## src/rtl/riscv_control_unit.sv

```systemverilog
// Registered main + ALU decoder for a single-cycle RV32I datapath.
// Each control output takes its decoded value one clock after the instruction fields are presented.
module riscv_control_unit (
    input  logic       clk,
    input  logic       rst,
    input  logic [6:0] op,
    input  logic [2:0] funct3,
    input  logic [6:0] funct7,
    input  logic       zero,
    output logic       pcSrc,
    output logic [1:0] resultSrc,
    output logic       memWrite,
    output logic       aluSrc,
    output logic [1:0] immSrc,
    output logic       regWrite,
    output logic [2:0] aluControl
);

    localparam logic [6:0] OP_LW    = 7'b0000011;
    localparam logic [6:0] OP_SW    = 7'b0100011;
    localparam logic [6:0] OP_RTYPE = 7'b0110011;
    localparam logic [6:0] OP_ITYPE = 7'b0010011;
    localparam logic [6:0] OP_BEQ   = 7'b1100011;
    localparam logic [6:0] OP_JAL   = 7'b1101111;

    localparam logic [1:0] ALUOP_ADD  = 2'b00;
    localparam logic [1:0] ALUOP_SUB  = 2'b01;
    localparam logic [1:0] ALUOP_FUNC = 2'b10;

    localparam logic [2:0] ALU_ADD = 3'b000;
    localparam logic [2:0] ALU_SUB = 3'b001;
    localparam logic [2:0] ALU_AND = 3'b010;
    localparam logic [2:0] ALU_OR  = 3'b011;
    localparam logic [2:0] ALU_SLT = 3'b101;

    logic       branch;
    logic       jump;
    logic [1:0] alu_op;

    logic       pc_src_d,      pc_src_q;
    logic [1:0] result_src_d,  result_src_q;
    logic       mem_write_d,   mem_write_q;
    logic       alu_src_d,     alu_src_q;
    logic [1:0] imm_src_d,     imm_src_q;
    logic       reg_write_d,   reg_write_q;
    logic [2:0] alu_control_d, alu_control_q;

    // Main decoder: unrecognised opcodes fall through to an all-zero no-op.
    always_comb begin
        reg_write_d  = 1'b0;
        imm_src_d    = 2'b00;
        alu_src_d    = 1'b0;
        mem_write_d  = 1'b0;
        result_src_d = 2'b00;
        branch       = 1'b0;
        jump         = 1'b0;
        alu_op       = ALUOP_ADD;
        case (op)
            OP_LW: begin
                reg_write_d  = 1'b1;
                alu_src_d    = 1'b1;
                result_src_d = 2'b01;
            end
            OP_SW: begin
                imm_src_d   = 2'b01;
                alu_src_d   = 1'b1;
                mem_write_d = 1'b1;
            end
            OP_RTYPE: begin
                reg_write_d = 1'b1;
                alu_op      = ALUOP_FUNC;
            end
            OP_ITYPE: begin
                reg_write_d = 1'b1;
                alu_src_d   = 1'b1;
                alu_op      = ALUOP_FUNC;
            end
            OP_BEQ: begin
                imm_src_d = 2'b10;
                branch    = 1'b1;
                alu_op    = ALUOP_SUB;
            end
            OP_JAL: begin
                reg_write_d  = 1'b1;
                imm_src_d    = 2'b11;
                result_src_d = 2'b10;
                jump         = 1'b1;
            end
            default: ;
        endcase
        pc_src_d = (branch & zero) | jump;
    end

    // ALU decoder: subtract on funct3 000 only for R-type with funct7[5] set, so addi always adds.
    always_comb begin
        alu_control_d = ALU_ADD;
        case (alu_op)
            ALUOP_ADD: alu_control_d = ALU_ADD;
            ALUOP_SUB: alu_control_d = ALU_SUB;
            ALUOP_FUNC: begin
                case (funct3)
                    3'b000:  alu_control_d = (op[5] & funct7[5]) ? ALU_SUB : ALU_ADD;
                    3'b010:  alu_control_d = ALU_SLT;
                    3'b110:  alu_control_d = ALU_OR;
                    3'b111:  alu_control_d = ALU_AND;
                    default: alu_control_d = ALU_ADD;
                endcase
            end
            default: alu_control_d = ALU_ADD;
        endcase
    end

    always_ff @(posedge clk) begin
        if (rst) begin
            pc_src_q      <= 1'b0;
            result_src_q  <= 2'b00;
            mem_write_q   <= 1'b0;
            alu_src_q     <= 1'b0;
            imm_src_q     <= 2'b00;
            reg_write_q   <= 1'b0;
            alu_control_q <= 3'b000;
        end else begin
            pc_src_q      <= pc_src_d;
            result_src_q  <= result_src_d;
            mem_write_q   <= mem_write_d;
            alu_src_q     <= alu_src_d;
            imm_src_q     <= imm_src_d;
            reg_write_q   <= reg_write_d;
            alu_control_q <= alu_control_d;
        end
    end

    assign pcSrc      = pc_src_q;
    assign resultSrc  = result_src_q;
    assign memWrite   = mem_write_q;
    assign aluSrc     = alu_src_q;
    assign immSrc     = imm_src_q;
    assign regWrite   = reg_write_q;
    assign aluControl = alu_control_q;

endmodule

```

## config.mk

```make
export PLATFORM = sky130hd
export DESIGN_NAME = riscv_control_unit
export DESIGN_NICKNAME = d
export VERILOG_FILES = /design/src/rtl/riscv_control_unit.sv
export SDC_FILE = /design/constraint.sdc
export NUM_CORES = 1
export LEC_CHECK = 0
export CAP_MARGIN = 10
export CORE_MARGIN = 3
export CORE_UTILIZATION = 30
export CTS_CLUSTER_SIZE = 8
export DETAILED_ROUTE_END_ITERATION = 10
export GPL_TIMING_DRIVEN = 0
export PLACE_DENSITY = 0.75
export SETUP_SLACK_MARGIN = 0.5
export SYNTH_ARGS = -nofsm -noshare
export SYNTH_HDL_FRONTEND = slang
export SYNTH_SLANG_ARGS = --single-unit
```

## constraint.sdc

```tcl
create_clock -name clk -period 2.41 [get_ports clk]
set_input_delay 0.723 -clock clk [delete_from_list [all_inputs] [get_ports clk]]
set_output_delay 0.723 -clock clk [all_outputs]
set_load 0.03 [all_outputs]
```

# [Word-level counts from Yosys, hierarchy flattened]
# Cells that the tools add are included.
[word_totals] input_bits=20 ff_bits=11 output_inout_bits=11 wordCells=36
[op_classes] mux=11 eq_ne=11 n_reduce_logical=4 bitwise_logic=3
[ops] operator="$eq 7x6->1 const B" n=2
[ops] operator="$eq 7x7->1 const B" n=2
[ops] operator="$pmux 3 s4" n=1
[ops] operator="$pmux 2 s2" n=2
[ops] operator="$eq 7x2->1 const B" n=1
[ops] operator="$eq 7x5->1 const B" n=1
[ops] operator="$eq 3x3->1 const B" n=2
[ops] operator="$mux 1" n=6
[ops] operator="$pmux 2 s3" n=1
[ops] operator="$pmux 3 s2" n=1
[ops] operator="$reduce_or 4->1" n=1
[ops] operator="$eq 3x2->1 const B" n=1
[ops] operator="$logic_not 3->1" n=1
[ops] operator="$reduce_or 3->1" n=1
[ops] operator="$and 1x1->1" n=2
[ops] operator="$eq 2x1->1 const B" n=1
[ops] operator="$eq 2x2->1 const B" n=1
[ops] operator="$reduce_or 2->1" n=1
[ops] operator="$or 1x1->1" n=1

# [Logic depth before layout (Yosys ltp)]
[logic_depth] depth_word=5 ltp_mapped=6 depth_no_buf=6

# [Least setup slack after synthesis]
# No wires, ideal clock.
[synth_path] kind="in2reg" start="in op[3]" end="reg alu_control_q[0] (netlist: aluControl[0])" setup_slack_ns=0.647 t_arrival_ns=1.677 cell_stages=6 required_ns=2.324 path_buffers=0 setup_time_ns=0.086 cell_sequence="nor3_4 > and4_4 > ha_1 > nor2b_1 > o21ai_1 > a211oi_1"
[synth_via] elab_chain_len=5 word_cells_on_any_way=8 classes_between="5 x eq/ne; 2 x mux; 1 x reduce/logical"
[synth_rtl] item="start, declared" line="6" source="input logic [6:0] op,"
[synth_rtl] item="$eq 7x5->1 / $eq 7x6->1 (equally long branches)" line="58" source="case (op)"
[synth_rtl] item="$reduce_or 2->1 (no source line)"
[synth_rtl] item="$pmux 2 s2 (*)" line="58"
[synth_rtl] item="$eq 2x2->1 / $eq 2x1->1 (equally long branches)" line="97" source="case (alu_op)"
[synth_rtl] item="$pmux 3 s2 (*)" line="97"
[synth_rtl] item="end signal, assigned" line="129" source="alu_control_q <= alu_control_d;"
[synth_rtl] item="end, declared" line="46" source="logic [2:0] alu_control_d, alu_control_q;"
# Mark *: on every way between the ends. The rest lies on a longest branch, timed or not.
# A chain may end at the register's enable or synchronous reset.

# [Worst setup path in the final report]
[layout_path] start="in op[1]" end="reg alu_control_q[0] (netlist: aluControl[0])"
# The elaborated chain is that of the path after synthesis.

==> out/results.ini <==
[place]
port_buffers=24
hpwl_um=744
placed_cell_area_sq_um=712
place.gp.congestion=0.805
dpl_worst_slack_ps=1.73

[clock_tree]
cts.sinks=11
htreeDepth=1
root_buffer=clkbuf_4
cts_tree=yes
cts_max_path_buffers=2
cts_made_buffers=3
clk_pin_slew_worst_paths_ps=70

[timing]
fmax_ghz=0.540
hold_viol_final=0
fin_crit_sh_pct=76.8
rsz0062_at_grt=no
max_slew.worst_pin.slew_ps=323
setup_viol=0
fin_ws_ps=559
tns_ps=0
maxSlewHeadroom_pct=78.6
whs_ps=843
drv_slew=0
fin_crit_ps=1850

[global_routing]
grt_pass1_wl_um=1500
grt_antenna_before_repair=0
grt_pass1_vias=370
overflow=0
grt_use_total_pct=10.4
grt_max_degree=8

[routing]
routedWlPerCell_um=9.99
drc=0
drtIter0Drc=5
drt_wl_total_um=919
antenna_left=0
vias_per_cell=4.58
maxUsedRoutingLayer=met3
dr_wl_met3_um=37
route.met2.wl_um=469
dr.pass1.iters=3
m1WireLength_um=412
vias=421

[setup_path]
critPathLaunchType=primary input
path_class=in2reg
worstPathArrival_ps=2020
cp-end-kind=flop
cp.required_ps=2580
cp_max_fo=4

[logic_synthesis]
synth_cell_type_count=21
ys_ff_latch=11
yosysTopAreaCellShare_pct=48.6
ys.flop_type=dfxtp_1
avgSynthCellArea_sq_um=9.64
synth-async-reset-ratio_pct=0
synthCells=47
ys.warnings.count=0
yosys.cell_count.top_type=dfxtp_1
yosysSeqAreaShare_pct=48.6
netlist_area_sq_um=453
synthTopCellsByArea=dfxtp_1 (49%), and3b_1 (5.8%), ha_1 (5.5%), nand2_1 (4.1%), nor3_4 (3.6%)
synth_edf_count=0
synth_top_cell_by_area=dfxtp_1
syn-num-nets=69
synth_common_cells=dfxtp_1 (11), nand2_1 (5), nor2_1 (4)

[hold_path]
hold_end=resultSrc[0]
hold_path_class=in2reg
holdCritStartpoint=op[5]
hold_depth=2

[floorplan]
floorplan.rows=13
die_y_um=44.9
num_io_pins=31
coreArea_sq_um=1350
die_area_sq_um=2010
die_w_um=44.9
start_util_pct=33.5

[job]
cap_violations=0

[layout]
syn_to_final_growth_pct=62.2
fin_nets=100
diodes=0
final_area_sq_um=734
drive_gt1_share_pct=14.3

[pwr]
leakagePower_nw=0.353
ir_worst_vdd_uv=149
power.total_mw=0.342
power_per_cell_area_nw_per_um2=466

[run_status]
status=finished, final reports clean

[worst max-delay path, stage by stage]
cell	delay, ps
clkdlybuf4s50_1	510
and4_4	240
ha_1	150
nor2b_1	120
o21ai_1	60
a211oi_1	210
[flip-flops by register name, summed over array words and instances, names as in the netlist]
register and flops:
aluControl 3, pcSrc 1, aluSrc 1, regWrite 1
memWrite 1, immSrc 2, resultSrc 2
[per-stage QoR]
step / utilization (%) / std cells
global placement: 52.7 / 86
detailed placement: 52.7 / 86
global route: 54.4 / 92
floorplan: - / 47
CTS: 54.4 / 92
finish: 54.4 / 92
[routing by layer]
layer / vias to the layer above / global-route usage, %
met5: - / 0
met1: 188 / 13.9
met4: 0 / 8.77
li1: 224 / -
met3: 0 / 1.20
met2: 9 / 14.6
[how the worst max path moves through the flow]
stage                from       endpoint  slack, ps  depth (start not counted)
global placement    op[3]  aluControl[0]         10                          7
CTS                 op[1]  aluControl[0]        570                          6
floorplan           op[3]  aluControl[0]        650                          6
detailed placement  op[3]  aluControl[0]          2                          7
finish              op[1]  aluControl[0]        560                          6
global route        op[1]  aluControl[0]        510                          6
[where the power goes]
group          leakage [nW]  internal (mW)  total (mW)  switching [mW]
sequential           0.0886          0.182       0.183        0.000135
combinational         0.246         0.0239      0.0434          0.0195
clock                0.0177         0.0612       0.117          0.0554
total                 0.353          0.268       0.342          0.0750
[final cells by class]
cell class	count	area (sq um)
clock inverter	1	5.00
sequential	11	220
inverter	4	15.0
timing repair buffer	26	235
fill	137	616
clock buffer	3	22.5
tap	15	18.8
multi-input combinational	32	218
[cells by family after synthesis]
group	synth area share [%]
simple gates	34.5
flops	48.6
compound gates	8.01
buf+inv	3.31
fa+ha+maj	5.52
[timing repair]
action,4_1_cts,5_1_grt
gates resized for setup,16,0
setup endpoints to repair,14,0
hold buffers,0,0
setup buffers,2,0
[cells in the final DEF, fill, tap and decap left out]
cell and n:
a32oi_1 1, o21ai_1 1, a211oi_1 1, and3_2 1, dfxtp_1 11, ha_1 2, and4_4 1, nor3b_1 1
nor3_1 3, and3b_1 3, nand4_1 1, nand3b_1 1, inv_1 3, clkdlybuf4s50_1 8, clkinv_2 1, nor2b_1 1
nand2_1 5, nor3_4 1, a21oi_1 3, clkbuf_4 3, inv_2 1, buf_4 2, nand2b_1 1, nor2_1 4
dlygate4sd2_1 16, nor4_2 1
Power figures use the tool's default switching activity.
